### src/rtl/morse_symbol_decoder_if.sv
// ---------------------------------------------------------------------------
// morse_symbol_decoder_if
//   Output handshake bundle of the Morse symbol decoder. The decoder drives
//   the head FIFO entry through the master modport. The consumer drives
//   out_ready through the slave modport.
//
//   out_valid  head entry present
//   out_ready  consumer accepts head entry
//   out_code   symbols, bit i = symbol i (first symbol in bit 0), 1 = dash
//   out_len    symbol count, 0 for a word-break entry
//   out_space  entry is a word break
//   out_err    letter had more than MAX_SYM symbols
// ---------------------------------------------------------------------------
interface morse_symbol_decoder_if #(
    parameter int MAX_SYM = 6
);
    localparam int LEN_W = $clog2(MAX_SYM + 1);

    logic               out_valid;
    logic               out_ready;
    logic [MAX_SYM-1:0] out_code;
    logic [LEN_W-1:0]   out_len;
    logic               out_space;
    logic               out_err;

    modport master (
        output out_valid,
        output out_code,
        output out_len,
        output out_space,
        output out_err,
        input  out_ready
    );

    modport slave (
        input  out_valid,
        input  out_code,
        input  out_len,
        input  out_space,
        input  out_err,
        output out_ready
    );
endinterface

### src/rtl/morse_symbol_decoder.sv
// ---------------------------------------------------------------------------
// morse_symbol_decoder
//   Morse front-end. It synchronises and debounces the raw key line. A single
//   counter times marks and spaces. Marks are classified as dot or dash, and
//   each letter is assembled as a code/length pair. Letters and word breaks
//   are queued in a show-ahead FIFO that is drained over a valid/ready
//   handshake.
//
//   clock       rising-edge clock
//   reset       asynchronous active-low reset
//   morse       raw asynchronous key level, 1 = mark
//   out_if      head-entry handshake (master modport)
//   overrun     sticky; an entry was dropped because the FIFO was full
//   fifo_count  occupied FIFO entries
// ---------------------------------------------------------------------------
module morse_symbol_decoder #(
    parameter int CNT_W      = 16,
    parameter int DEBOUNCE   = 2,
    parameter int DOT_MAX    = 60,
    parameter int LETTER_GAP = 200,
    parameter int WORD_GAP   = 600,
    parameter int MAX_SYM    = 6,
    parameter int FIFO_DEPTH = 4
) (
    input  logic                              clock,
    input  logic                              reset,
    input  logic                              morse,
    morse_symbol_decoder_if.master            out_if,
    output logic                              overrun,
    output logic [$clog2(FIFO_DEPTH+1)-1:0]   fifo_count
);
    localparam int LEN_W = $clog2(MAX_SYM + 1);
    localparam int DB_W  = $clog2(DEBOUNCE + 1);
    localparam int PTR_W = $clog2(FIFO_DEPTH);
    localparam int CW    = $clog2(FIFO_DEPTH + 1);
    localparam int ENT_W = MAX_SYM + LEN_W + 2;

    localparam logic [CNT_W-1:0] DOT_MAX_C    = CNT_W'(DOT_MAX);
    localparam logic [CNT_W-1:0] LETTER_GAP_C = CNT_W'(LETTER_GAP);
    localparam logic [CNT_W-1:0] WORD_GAP_C   = CNT_W'(WORD_GAP);
    localparam logic [LEN_W-1:0] MAX_SYM_C    = LEN_W'(MAX_SYM);
    localparam logic [DB_W-1:0]  DB_LAST_C    = DB_W'(DEBOUNCE - 1);
    localparam logic [CW-1:0]    DEPTH_C      = CW'(FIFO_DEPTH);

    localparam logic [1:0] S_IDLE  = 2'd0;
    localparam logic [1:0] S_MARK  = 2'd1;
    localparam logic [1:0] S_SPACE = 2'd2;

    // ------------------------------------------------------------------
    // Synchroniser and debouncer
    // ------------------------------------------------------------------
    logic            sync1_q, sync2_q;
    logic            key_q, key_d;
    logic [DB_W-1:0] db_cnt_q, db_cnt_d;

    // key follows sync2 only after DEBOUNCE consecutive differing cycles.
    // Any cycle of agreement restarts the count.
    always_comb begin
        key_d    = key_q;
        db_cnt_d = '0;
        if (sync2_q != key_q) begin
            if (db_cnt_q == DB_LAST_C) begin
                key_d = sync2_q;
            end else begin
                db_cnt_d = db_cnt_q + DB_W'(1);
            end
        end
    end

    always_ff @(posedge clock or negedge reset) begin
        if (!reset) begin
            sync1_q  <= 1'b0;
            sync2_q  <= 1'b0;
            key_q    <= 1'b0;
            db_cnt_q <= '0;
        end else begin
            sync1_q  <= morse;
            sync2_q  <= sync1_q;
            key_q    <= key_d;
            db_cnt_q <= db_cnt_d;
        end
    end

    // ------------------------------------------------------------------
    // Timing FSM and letter accumulator
    // ------------------------------------------------------------------
    logic [1:0]         state_q, state_d;
    logic [CNT_W-1:0]   dur_q, dur_d, dur_inc;
    logic [MAX_SYM-1:0] code_q, code_d;
    logic [LEN_W-1:0]   sym_cnt_q, sym_cnt_d;
    logic               too_long_q, too_long_d;
    logic               push;
    logic [ENT_W-1:0]   push_entry;
    logic               is_dash;

    // dur_inc is the length of the current state including this cycle.
    // It is 1 in the first cycle after entry, and marks and gaps are
    // compared against it.
    assign dur_inc = (dur_q == '1) ? dur_q : dur_q + CNT_W'(1);
    assign is_dash = (dur_inc > DOT_MAX_C);

    always_comb begin
        state_d    = state_q;
        dur_d      = dur_q;
        code_d     = code_q;
        sym_cnt_d  = sym_cnt_q;
        too_long_d = too_long_q;
        push       = 1'b0;
        push_entry = '0;
        unique case (state_q)
            S_MARK: begin
                dur_d = dur_inc;
                if (!key_q) begin
                    if (sym_cnt_q < MAX_SYM_C) begin
                        for (int unsigned i = 0; i < MAX_SYM; i++) begin
                            if (LEN_W'(i) == sym_cnt_q) begin
                                code_d[i] = is_dash;
                            end
                        end
                        sym_cnt_d = sym_cnt_q + LEN_W'(1);
                    end else begin
                        too_long_d = 1'b1;
                    end
                    state_d = S_SPACE;
                    dur_d   = '0;
                end
            end
            S_SPACE: begin
                dur_d = dur_inc;
                // A gap threshold is handled before a key rise in the same
                // cycle. The letter or break is pushed first, and the rise
                // then starts a fresh mark.
                if (dur_inc == LETTER_GAP_C) begin
                    push       = 1'b1;
                    push_entry = {code_q, sym_cnt_q, 1'b0, too_long_q};
                    code_d     = '0;
                    sym_cnt_d  = '0;
                    too_long_d = 1'b0;
                end
                if (dur_inc == WORD_GAP_C) begin
                    push       = 1'b1;
                    push_entry = {{MAX_SYM{1'b0}}, {LEN_W{1'b0}}, 1'b1, 1'b0};
                    state_d    = S_IDLE;
                    dur_d      = '0;
                end
                if (key_q) begin
                    state_d = S_MARK;
                    dur_d   = '0;
                end
            end
            default: begin
                dur_d = '0;
                if (key_q) begin
                    state_d = S_MARK;
                end
            end
        endcase
    end

    always_ff @(posedge clock or negedge reset) begin
        if (!reset) begin
            state_q    <= S_IDLE;
            dur_q      <= '0;
            code_q     <= '0;
            sym_cnt_q  <= '0;
            too_long_q <= 1'b0;
        end else begin
            state_q    <= state_d;
            dur_q      <= dur_d;
            code_q     <= code_d;
            sym_cnt_q  <= sym_cnt_d;
            too_long_q <= too_long_d;
        end
    end

    // ------------------------------------------------------------------
    // Show-ahead output FIFO, entry layout {code, len, space, err}
    // ------------------------------------------------------------------
    logic [ENT_W-1:0] mem_q [FIFO_DEPTH];
    logic [PTR_W-1:0] wr_ptr_q, rd_ptr_q;
    logic [CW-1:0]    count_q, count_d;
    logic             overrun_q;
    logic             valid, full, pop, push_ok;
    logic [ENT_W-1:0] head;

    assign valid   = (count_q != '0);
    assign full    = (count_q == DEPTH_C);
    assign pop     = valid && out_if.out_ready;
    // A push into a full FIFO is still accepted when the head leaves in the
    // same cycle.
    assign push_ok = push && (!full || pop);

    always_comb begin
        count_d = count_q;
        if (push_ok && !pop) begin
            count_d = count_q + CW'(1);
        end else if (!push_ok && pop) begin
            count_d = count_q - CW'(1);
        end
    end

    always_ff @(posedge clock or negedge reset) begin
        if (!reset) begin
            for (int unsigned i = 0; i < FIFO_DEPTH; i++) begin
                mem_q[i] <= '0;
            end
            wr_ptr_q  <= '0;
            rd_ptr_q  <= '0;
            count_q   <= '0;
            overrun_q <= 1'b0;
        end else begin
            if (push_ok) begin
                mem_q[wr_ptr_q] <= push_entry;
                wr_ptr_q        <= wr_ptr_q + PTR_W'(1);
            end
            if (pop) begin
                rd_ptr_q <= rd_ptr_q + PTR_W'(1);
            end
            if (push && !push_ok) begin
                overrun_q <= 1'b1;
            end
            count_q <= count_d;
        end
    end

    assign head             = valid ? mem_q[rd_ptr_q] : '0;
    assign out_if.out_valid = valid;
    assign out_if.out_code  = head[ENT_W-1 -: MAX_SYM];
    assign out_if.out_len   = head[LEN_W+1 -: LEN_W];
    assign out_if.out_space = head[1];
    assign out_if.out_err   = head[0];
    assign overrun          = overrun_q;
    assign fifo_count       = count_q;

endmodule
### src/flat_wrapper.sv
// flat-port wrapper written by rule: the top's interface ports become plain ports
module morse_symbol_decoder_flat 
#(
    parameter int CNT_W      = 16,
    parameter int DEBOUNCE   = 2,
    parameter int DOT_MAX    = 60,
    parameter int LETTER_GAP = 200,
    parameter int WORD_GAP   = 600,
    parameter int MAX_SYM    = 6,
    parameter int FIFO_DEPTH = 4
)
  (clock, reset, morse, overrun, fifo_count, out_if_out_valid, out_if_out_code, out_if_out_len, out_if_out_space, out_if_out_err, out_if_out_ready);
  morse_symbol_decoder_if #(.MAX_SYM(MAX_SYM)) out_if_i ();
  input  logic clock;
  input  logic reset;
  input  logic morse;
  output logic overrun;
  output logic [$clog2(FIFO_DEPTH+1)-1:0] fifo_count;
  output wire logic [$bits(out_if_i.out_valid)-1:0] out_if_out_valid;
  output wire logic [$bits(out_if_i.out_code)-1:0] out_if_out_code;
  output wire logic [$bits(out_if_i.out_len)-1:0] out_if_out_len;
  output wire logic [$bits(out_if_i.out_space)-1:0] out_if_out_space;
  output wire logic [$bits(out_if_i.out_err)-1:0] out_if_out_err;
  input wire logic [$bits(out_if_i.out_ready)-1:0] out_if_out_ready;
  assign out_if_out_valid = out_if_i.out_valid;
  assign out_if_out_code = out_if_i.out_code;
  assign out_if_out_len = out_if_i.out_len;
  assign out_if_out_space = out_if_i.out_space;
  assign out_if_out_err = out_if_i.out_err;
  assign out_if_i.out_ready = out_if_out_ready;
  morse_symbol_decoder #(.CNT_W(CNT_W), .DEBOUNCE(DEBOUNCE), .DOT_MAX(DOT_MAX), .LETTER_GAP(LETTER_GAP), .WORD_GAP(WORD_GAP), .MAX_SYM(MAX_SYM), .FIFO_DEPTH(FIFO_DEPTH)) u_core (.clock(clock), .reset(reset), .morse(morse), .out_if(out_if_i), .overrun(overrun), .fifo_count(fifo_count));
endmodule
### config.mk
export PLATFORM = sky130hd
export DESIGN_NAME = morse_symbol_decoder_flat
export DESIGN_NICKNAME = d
export VERILOG_FILES = /design/src/rtl/morse_symbol_decoder_if.sv /design/src/rtl/morse_symbol_decoder.sv /design/src/flat_wrapper.sv
export SDC_FILE = /design/constraint.sdc
export NUM_CORES = 1
export LEC_CHECK = 0
export CORE_MARGIN = 5
export CORE_UTILIZATION = 50
export DETAILED_ROUTE_END_ITERATION = 16
export PLACE_DENSITY = 0.68
export SYNTH_ARGS = -nofsm -noshare
export SYNTH_HDL_FRONTEND = slang
export SYNTH_SLANG_ARGS = --single-unit
### constraint.sdc
create_clock -name clock -period 4.5 [get_ports clock]
set_input_delay 0.45 -clock clock [delete_from_list [all_inputs] [get_ports clock]]
set_output_delay 0.45 -clock clock [all_outputs]
set_load 0.02 [all_outputs]
==> After elaboration in Yosys (flattened, before gate mapping) <==
Cells that the tools add are included.
{ "word_totals": {"register_bits": 85, "in_bits": 4, "elab_cells": 130} }
{ "op_classes": {"addsub": 7, "order_cmp": 5, "eq_ne": 24, "n_mux": 45, "bitwise": 2, "reduce_logical": 25} }
{ "op_table": {"columns": ["cell", "count"], "rows": [
  ["11-bit 2-to-1 mux", 7],
  ["16-bit 2-to-1 mux", 4],
  ["44-bit bitwise mux", 1],
  ["16-bit case mux with 2 select lines", 1],
  ["5-bit AND reduction", 6],
  ["11-bit binary-select mux with 2-bit select", 1],
  ["11-bit demux with 2-bit select", 1],
  ["6-bit 2-to-1 mux", 3],
  ["16-bit by 1-bit adder with 16-bit output (second input constant)", 1],
  ["16-bit by 10-bit equality test with 1-bit output (second input constant)", 1],
  ["16-bit equality test (second input constant)", 1],
  ["16-bit by 8-bit equality test with 1-bit output (second input constant)", 1],
  ["16-bit by 6-bit > comparator with 1-bit output (second input constant)", 1],
  ["2-bit by 1-bit != test with 1-bit output (second input constant)", 8],
  ["3-bit 2-to-1 mux", 5],
  ["1-bit 2-to-1 mux", 12],
  ["2-bit 2-to-1 mux", 6],
  ["6-bit case mux with 2 select lines", 1],
  ["4-bit AND reduction", 2],
  ["2-bit by 1-bit adder with 2-bit output (second input constant)", 3],
  ["3-bit by 1-bit adder with 3-bit output (second input constant)", 2],
  ["2-bit by 3-bit equality test with 1-bit output (first input constant)", 2],
  ["3-bit equality test (first input constant)", 2],
  ["3-bit greater-or-equal comparator (second input constant)", 2],
  ["22 further kinds", 34]
]} }

==> Logic depth before layout (Yosys ltp) <==
Gate-level depths: netlist of the first run.
{ "depth": {"word_depth": 11, "depth_mapped": 15, "depth_no_buf": 14} }

==> Worst setup path before layout of the first run <==
OpenSTA, ideal clock, no wires.
{ "synth_timing": {"path_kind": "reg2reg", "startpoint": "register u_core.dur_q[0]", "endpoint": "register u_core.count_q[2], in the netlist u_core.fifo_count[2]", "setup_ps": 80, "t_arrival_ps": 3563, "required_time_ps": 4420, "slack_ps": 858, "stages_incl_launch_ff": 15, "path_buffers": 0, "period_less_slack_ps": 3642, "path_cell_list": "dfrtp_1 > ha_1 > nand4_1 > nor4_1 > mux2_2 > or4_4 > nor3_1 > nand4_1 > inv_1 > ha_1 > inv_1 > fa_1 > xor2_1 > nor2_1 > xor2_1"} }
{ "synth_via": {"elab_chain_cells": 10, "word_cells_on_any_way": 14, "cone_classes": "add/sub: 1; eq/ne: 3; mux: 5; reduce/logical: 5"} }
{ "synth_lines": {"columns": ["element", "line", "text"], "rows": [
  ["start, declared", "morse_symbol_decoder.sv:88", "logic [CNT_W-1:0] dur_q, dur_d, dur_inc;"],
  ["start signal, assigned", "morse_symbol_decoder.sv:169", "dur_q <= dur_d;"],
  ["16-bit by 1-bit adder with 16-bit output / 16-bit equality test (equally long branches)", "morse_symbol_decoder.sv:99", "assign dur_inc = (dur_q == '1) ? dur_q : dur_q + CNT_W'(1);"],
  ["16-bit 2-to-1 mux *", "morse_symbol_decoder.sv:99", null],
  ["16-bit by 8-bit equality test with 1-bit output", "morse_symbol_decoder.sv:133", "if (dur_inc == LETTER_GAP_C) begin"],
  ["1-bit 2-to-1 mux", "morse_symbol_decoder.sv:133", null],
  ["1-bit 2-to-1 mux *", "morse_symbol_decoder.sv:140", "if (dur_inc == WORD_GAP_C) begin"],
  ["1-bit 2-to-1 mux *", "morse_symbol_decoder.sv:110", "unique case (state_q)"],
  ["1-bit logical AND *", "morse_symbol_decoder.sv:191", "assign push_ok = push && (!full || pop);"],
  ["via u_core.push_ok", "morse_symbol_decoder.sv:183", "logic valid, full, pop, push_ok;"],
  ["1-bit zero test", "morse_symbol_decoder.sv:197", "end else if (!push_ok && pop) begin"],
  ["1-bit logical AND", "morse_symbol_decoder.sv:197", null],
  ["2-bit nonzero test (no source line)", null, null],
  ["end signal, assigned", "morse_symbol_decoder.sv:222", "count_q <= count_d;"],
  ["end, declared", "morse_symbol_decoder.sv:181", "logic [CW-1:0] count_q, count_d;"]
]} }
Mark *: on every way through the listed nets, which the timed path passes. The rest lies on a longest branch.
A chain may end at the register's enable or synchronous reset.

==> Final worst setup path of the first run <==
Ends and elaborated chain as after synthesis.

==> results of run 1 <==
registers in the layout (all words and copies together) (netlist names):
signal / flops
u_core.db_cnt_q: 2
u_core.fifo_count: 3
u_core.sync2_q: 1
u_core.overrun: 1
u_core.mem_q: 44
u_core.code_q: 6
u_core.sym_cnt_q: 3
u_core.wr_ptr_q: 2
u_core.too_long_q: 1
u_core.key_q: 1
u_core.rd_ptr_q: 2
u_core.dur_q: 16
u_core.state_q: 2
u_core.sync1_q: 1
cell usage after synthesis, types with 3 or more instances:
cell type  instances  area, um2
o211ai_1           4       30.0
and2_1            25        156
buf_2              6       30.0
and4_1             6       52.6
nor3_1            15       75.1
or3_1              4       25.0
nor4_1            10       62.6
xor2_1             4       35.0
a31oi_1            9       56.3
ha_1              13        163
nor2_1            23       86.3
nand3_1            6       30.0
o21ai_0           14       70.1
a211oi_1           3       22.5
nand4_1            8       50.1
buf_1              3       11.3
inv_1             24       90.1
a31o_2             3       26.3
nand2_1           21       78.8
mux4_2            11        248
mux2_4            39        586
a21o_1             4       30.0
dfrtp_1           85       2130
xnor2_1           12        105
a21oi_1            6       30.0
mux2_2             8       90.1
buf_6              6       67.6
clkbuf_1          10       37.5
mux2i_1            4       40.0
cell type report:
class                   instances  area share [%]
clock buffers                  10            2.42
repair buffers                 24            4.27
well taps                     133            3.15
clock inverters                 6           0.877
multi-input cells             288            47.3
flip-flops and latches         85            40.3
inverters                      24            1.71
path summary, 6_finish.rpt:
kind | end | slack, ns | depth (start not counted)
max in group asynchronous | u_core.mem_q[34] | 3.55 | 1
hold / removal | u_core.mem_q[29] | 0.28 | 1
hold reg to reg | u_core.sync2_q | 0.37 | 0
setup / recovery | u_core.fifo_count[2] | 0.42 | 14
min in group clock | u_core.sync2_q | 0.37 | 0
setup reg to reg | u_core.fifo_count[2] | 0.42 | 14
logic make-up (layout without fill, tap and decap cells):
logic type / count (synthesis) / count (layout)
muxes: 63 / 63
AOI/OAI and AO/OA: 59 / 59
and+or+nand+nor: 136 / 136
adders and majority gates: 14 / 14
DFF: 85 / 85
buffers and inverters: 51 / 64
xor gates and xnor gates: 16 / 16
per-stage QoR:
| stage | setup WS (ns) | cells | total power, mW | hold WS (ns) | util, % |
|---|---|---|---|---|---|
| 6_report | 0.422 | 570 | 1.78 | 0.276 | 54.8 |
| 5_1_grt | 0.0702 | 570 | 1.88 | 0.367 | 54.8 |
| 4_1_cts | 0.409 | 570 | 1.79 | 0.313 | 54.8 |
| 3_5_place_dp | 0.421 | 554 | 1.30 | 0.336 | 53.0 |
| 3_3_place_gp | 0.582 | 554 | 1.29 | 0.346 | 53.0 |
| 2_1_floorplan | 0.858 | 424 | 1.20 | 0.154 | - |
routing by layer:
layer	up-vias	GRT usage (%)	part of all wire, %
met5	-	0	0
met4	0	6.22	1.4
met3	13	3.49	4.1
met2	74	28.0	48
met1	1648	23.2	46
li1	1553	-	-
power by group:
group | internal [mW] | total (mW) | switching [mW]
Sequential | 0.801 | 0.857 | 0.0564
Clock | 0.204 | 0.486 | 0.282
Combinational | 0.147 | 0.433 | 0.286
Total | 1.15 | 1.78 | 0.624
cells in the final DEF, fill, tap and decap left out, types with 3 or more instances in the layout:
cell type	Yosys	layout
a21o_1	4	4
mux4_2	11	11
inv_1	24	24
mux2_2	8	8
xnor2_1	12	12
o21ai_0	14	14
dfrtp_1	85	85
a31oi_1	9	9
nand4_1	8	8
buf_4	2	6
nor4_1	10	10
a21oi_1	6	6
nand3_1	6	6
nor2_1	23	23
nand2_1	21	21
ha_1	13	13
xor2_1	4	4
and2_1	25	25
nor3_1	15	15
o211ai_1	4	4
clkbuf_8	0	9
a211oi_1	3	3
clkdlybuf4s50_1	0	18
and4_1	6	6
a31o_2	3	3
mux2_4	39	39
or3_1	4	4
mux2i_1	4	4
==> key figures, run 1 <==
Setup path
  • Slowest CP cell: or4_4
  • CP max FO: 8
  • Worst Path Buf+Inv: 2
  • Top delay family on crit path: simple AND/OR/NAND/NOR gates
  • CP Cell Sequence: ha_1 > nand4_1 > nor4_1 > mux2_2 > or4_4 > nor3_1 > nand4_1 > inv_1 > ha_1 > inv_1 > fa_1 > xor2_1 > nor2_1 > xor2_1
  • WP data arrival: 4.36 ns
  • Worst path required time: 4.78 ns
  • Crit Path Class: register to register
  • CP peak stage delay: 0.58 ns
  • Reg-to-reg startpoint: u_core.dur_q[0]
  • Worst setup path start: u_core.dur_q[0]
  • CP startpoint kind: register
  • Critical path endpoint category: register

Synth
  • Mapped Nets: 442
  • Synth cell types: 58
  • Syn Std Cell Area: 0.00488 mm2
  • Synth Area in Adders: 3.75%
  • Compound-Gate Fraction of Synth Area: 8.34%
  • XOR/XNOR Fraction of Synth Area: 2.87%
  • Number of synthesized flops with an enable pin: 0
  • Mapped Avg Cell Area: 11.5 um2
  • Async set-reset flop share out of synthesis: 100%
  • Syn. warnings: 0
  • Register area share after synthesis: 43.6%
  • Top FF cell, synth: dfrtp_1
  • Synth Register Bits: 85
  • Post-synthesis mux area share: 20.2%
  • Main combinational cell family by area after synthesis: multiplexers
  • Simple-gate share of the synthesized area: 16.0%
  • Synth Instances: 424

Floorplan
  • Die area: 0.0118 mm2
  • Die width: 109 um
  • Die height: 109 um
  • Initial core utilization: 50.6%
  • Io pins: 20
  • CORE AREA: 0.00964 mm2
  • Cell Rows: 36

Clock tree
  • CTS resizes: 0
  • CTS H-tree depth: 3
  • CTS root buffer: clkbuf_8
  • Maximum clock path buffer count: 2
  • Worst-path clk slew: 0.09 ns
  • CTS Sinks: 85
  • Clk Latency, worst-skew pair: 0.36 ns
  • Cts hold-fix bufs: 0
  • Post-CTS setup buffers: 0
  • CTS tree: yes
  • Cts bufs inserted: 9

Cells and area
  • Antenna diode instance count: 0
  • Layout fillers: 840
  • Syn-to-layout area delta: 8.29%
  • Final Cell Area: 0.00528 mm2
  • Register area: 0.00213 mm2
  • # nets final: 450
  • Multi-input gate area: 0.00250 mm2
  • Layout cell share with drive strength beyond 1: 20.6%

Route
  • Antenna Violating Nets Remaining: 0
  • # DRC: 0
  • Vias per std cell: 5.77
  • DR WL/cell: 16.8 um
  • Initial DRC Count: 102
  • DRT Pass-1 Iters: 4
  • Drt total wl: 9550 um
  • Via Count: 3288

Outcome
  • Outcome: completed

Global routing
  • GRT overflow: 0
  • Vias in the first global route: 3319
  • GR Util All Layers: 17.3%
  • Largest net degree at the start of global routing: 86
  • First-pass GRT wire length: 16200 um
  • Initial antenna violation count: 0

Timing
  • Post-route clock period utilization: 90.6%
  • Fin. max-slew vios: 0
  • RSZ-0062 raised after global routing: no
  • Fmax: 0.245 GHz
  • Setup violators final: 0
  • Tightest Pin Transition: 1.05 ns
  • Rel. slew slack: 30.1%
  • Clock skew: 0.0130 ns
  • Minimum clock period: 4.08 ns
  • Total negative slack: 0 ns
  • Hold Vio Cnt, Final: 0

Min path
  • Hold/Removal Path Class: primary input to async pin

Flow run
  • Max Cap Viol: 0

Placement
  • Post-DP HPWL: 6710 um
  • Placed Area: 0.00511 mm2
  • Gp weighted congestion: 0.900
  • PortBufs: 19

Power and ir drop
  • Max VDD drop: 318 uV
  • Cell leakage power: 2.43 nW
  • Power Density: 336 mW/mm2
No activity file was read; power rests on OpenSTA's default activity.
==> run 2, diff against run 1 <==
--- a/config.mk
+++ b/config.mk
@@ -5,6 +5,7 @@
 export SDC_FILE = /design/constraint.sdc
 export NUM_CORES = 1
 export LEC_CHECK = 0
+export ABC_CLOCK_PERIOD_IN_PS = 4500
 export CORE_MARGIN = 5
 export CORE_UTILIZATION = 50
 export DETAILED_ROUTE_END_ITERATION = 16
==> results of run 2 <==
Final layout, timing and power as in run 1 (identical DEF).
==> run 3, diff against run 2 <==
--- a/config.mk
+++ b/config.mk
@@ -7,9 +7,10 @@
 export LEC_CHECK = 0
 export ABC_CLOCK_PERIOD_IN_PS = 4500
 export CORE_MARGIN = 5
-export CORE_UTILIZATION = 50
+export CORE_UTILIZATION = 61
 export DETAILED_ROUTE_END_ITERATION = 16
-export PLACE_DENSITY = 0.68
+export PLACE_DENSITY = 0.8
+export SLEW_MARGIN = 0
 export SYNTH_ARGS = -nofsm -noshare
 export SYNTH_HDL_FRONTEND = slang
 export SYNTH_SLANG_ARGS = --single-unit
==> run 3 against run 2 <==
Net effect: count of clock-buffer cells in the layout down 1; die area down 16%; fmax up 0.17%; critical path depth unchanged; via count about the same; sequential power about the same; first-iteration DRC count up 79%; hold slack worse by 0.017 ns; largest power group unchanged.
==> key figures, run 3 (same netlist as run 1, synthesis figures left out) <==
Global routing
  • Initial antenna violation count: 0 (unchanged)
  • First-pass GRT wire length: 16300 um (+0.94%)
  • GR Util All Layers: 20.3% (+3.0 points)
  • Vias in the first global route: 3320 (+0.030%)
  • Largest net degree at the start of global routing: 86 (unchanged)
  • GRT overflow: 0 (unchanged)

Cells and area
  • # nets final: 450 (unchanged)
  • Register with the most flip-flops: u_core.mem_q
  • Syn-to-layout area delta: 7.95%
  • Most common cell after layout, fill and taps aside: dfrtp_1
  • Layout fillers: 561 (-33%)
  • Max FFs per register: 44 (unchanged)
  • Core Util, Final: 67.8% (+13 points)
  • Largest registers: u_core.mem_q x44, u_core.dur_q x16, u_core.code_q x6
  • Most frequent cells in the layout: dfrtp_1 (85), mux2_4 (39), and2_1 (25), inv_1 (24), nor2_1 (23)
  • Antenna diode instance count: 0 (unchanged)
  • Layout cell share with drive strength beyond 1: 20.6% (+0.047 points)

Power and ir drop
  • Max VDD drop: 250 uV (-21%)
  • Comb pwr share: 23.6% (-0.8 points)
  • NetSw: 0.608 mW (-2.4%)
  • Tot Pwr: 1.81 mW (+2.2%)
  • Internal power: 1.21 mW (+4.7%)
  • Sw Ratio: 33.5% (-1.6 points)
  • Power Density: 345 mW/mm2 (+2.5%)
  • Register share of total power: 47.1% (-1.2 points)
  • Clock share of power: 29.3% (+1.9 points)
  • Cell leakage power: 2.45 nW (+0.52%)

Setup path
  • Slowest CP cell: or4_4
  • Critical path endpoint category: register
  • CP Cell Sequence: ha_1 > nand4_1 > nor4_1 > mux2_2 > or4_4 > nor3_1 > nand4_1 > inv_1 > ha_1 > inv_1 > fa_1 > xor2_1 > nor2_1 > xor2_1
  • Crit Path Class: register to register
  • WP data arrival: 4.35 ns (about the same)
  • Top delay family on crit path: simple AND/OR/NAND/NOR gates
  • Worst Path Buf+Inv: 2 (unchanged)
  • CP max FO: 8 (unchanged)
  • Worst path required time: 4.78 ns (about the same)
  • CP peak stage delay: 0.58 ns (about the same)
  • CP startpoint kind: register

Timing
  • Total negative slack: 0 ns (unchanged)
  • Rel. slew slack: 31.5% (+1.4 points)
  • Fmax: 0.246 GHz (+0.17%)
  • PnR worst setup slack: 0.429 ns (+0.00699 ns)
  • Setup violators final: 0 (unchanged)
  • Tightest Pin Transition: 1.03 ns (-0.0205 ns)
  • Fin. max-slew vios: 0 (unchanged)
  • Post-route clock period utilization: 90.5% (-0.16 points)
  • Minimum clock period: 4.07 ns (-0.00699 ns)
  • Hold Vio Cnt, Final: 0 (unchanged)
  • RSZ-0062 raised after global routing: no
  • Worst hold slack: 0.259 ns (-0.0175 ns)
  • Clock skew: 0.0110 ns (-0.00200 ns)

Route
  • Via Count: 3287 (-0.030%)
  • Drt total wl: 9400 um (-1.6%)
  • # DRC: 0 (unchanged)
  • Initial DRC Count: 183 (+79%)
  • Antenna Violating Nets Remaining: 0 (unchanged)
  • Vias per std cell: 6.11 (+5.9%)
  • DR WL/cell: 17.5 um (+4.3%)
  • DRT Pass-1 Iters: 4 (unchanged)

Clock tree
  • CTS H-tree depth: 3 (unchanged)
  • Post-CTS setup buffers: 0 (unchanged)
  • Clk Latency, worst-skew pair: 0.36 ns (about the same)
  • Worst-path clk slew: 0.09 ns (about the same)
  • Maximum clock path buffer count: 2 (unchanged)
  • Cts hold-fix bufs: 0 (unchanged)
  • Cts bufs inserted: 9 (unchanged)
  • CTS tree: yes
  • CTS root buffer: clkbuf_8
  • CTS resizes: 0 (unchanged)
  • CTS Sinks: 85 (unchanged)

Placement
  • Post-DP HPWL: 6560 um (-2.3%)
  • PortBufs: 19 (unchanged)
  • Place WS: 0.503 ns (+0.0826 ns)
  • Gp weighted congestion: 0.949 (+5.4%)

Min path
  • Hold/Removal Path Class: primary input to async pin

Floorplan
  • Initial core utilization: 62.8% (+12 points)
  • CORE AREA: 0.00777 mm2 (-19%)
  • Die height: 99.4 um (-8.6%)
  • Io pins: 20 (unchanged)
  • Cell Rows: 32 (-11%)
  • Die width: 99.4 um (-8.6%)
  • Die area: 0.00988 mm2 (-16%)

Outcome
  • Outcome: completed

Flow run
  • Max Cap Viol: 0 (unchanged)
[run 3: cell count changes in the layout (fill, tap and decap cells not counted)]
cell,delta
bufinv_16,+1
clkbuf_1,-1
clkinv_2,-1
clkinv_4,+2
clkinvlp_4,-1
inv_6,-1
[run 3: worst paths after layout]
kind,startpoint,endpoint,slack [ns],cells past startpoint
worst max register to register,u_core.dur_q[0],u_core.fifo_count[2],0.43,14
worst min register to register,u_core.sync1_q,u_core.sync2_q,0.35,0
max in group asynchronous,reset,u_core.wr_ptr_q[1],3.58,1
worst max-delay path,u_core.dur_q[0],u_core.fifo_count[2],0.43,14
min in group clock,u_core.sync1_q,u_core.sync2_q,0.35,0
worst min-delay path,reset,u_core.mem_q[40],0.26,1
[run 3: final cells by class]
cell class                 instances  area [um2]  share of cell area, %
timing repair buffer              24         225                   4.28
multi-input combinational        288        2500                   47.4
clock inverter                     6        72.6                   1.38
clock buffer                       9         124                   2.35
sequential                        85        2130                   40.4
tap                              102         128                   2.42
inverter                          24        90.1                   1.71
[run 3: power groups by stage]
stage	logic [mW]	registers, mW	clock network [mW]
floorplan	0.355	0.845	0
global placement	0.422	0.867	0
detailed placement	0.434	0.869	0
CTS	0.434	0.854	0.549
global route	0.484	0.862	0.577
finish	0.428	0.854	0.532
[run 3: metal layers]
metal	up-vias	GRT usage, %	part of all wire [%]
met2	88	34.0	50
met4	0	5.78	1.8
li1	1555	-	-
met5	-	0	0
met3	22	4.70	4.2
met1	1622	26.6	44
[run 3: through the flow]
stage | instance area, um2 | cells
6_report | 5260 | 538
3_3_place_gp | 5070 | 523
5_1_grt | 5260 | 538
3_5_place_dp | 5070 | 523
4_1_cts | 5260 | 538
2_1_floorplan | 4880 | 424
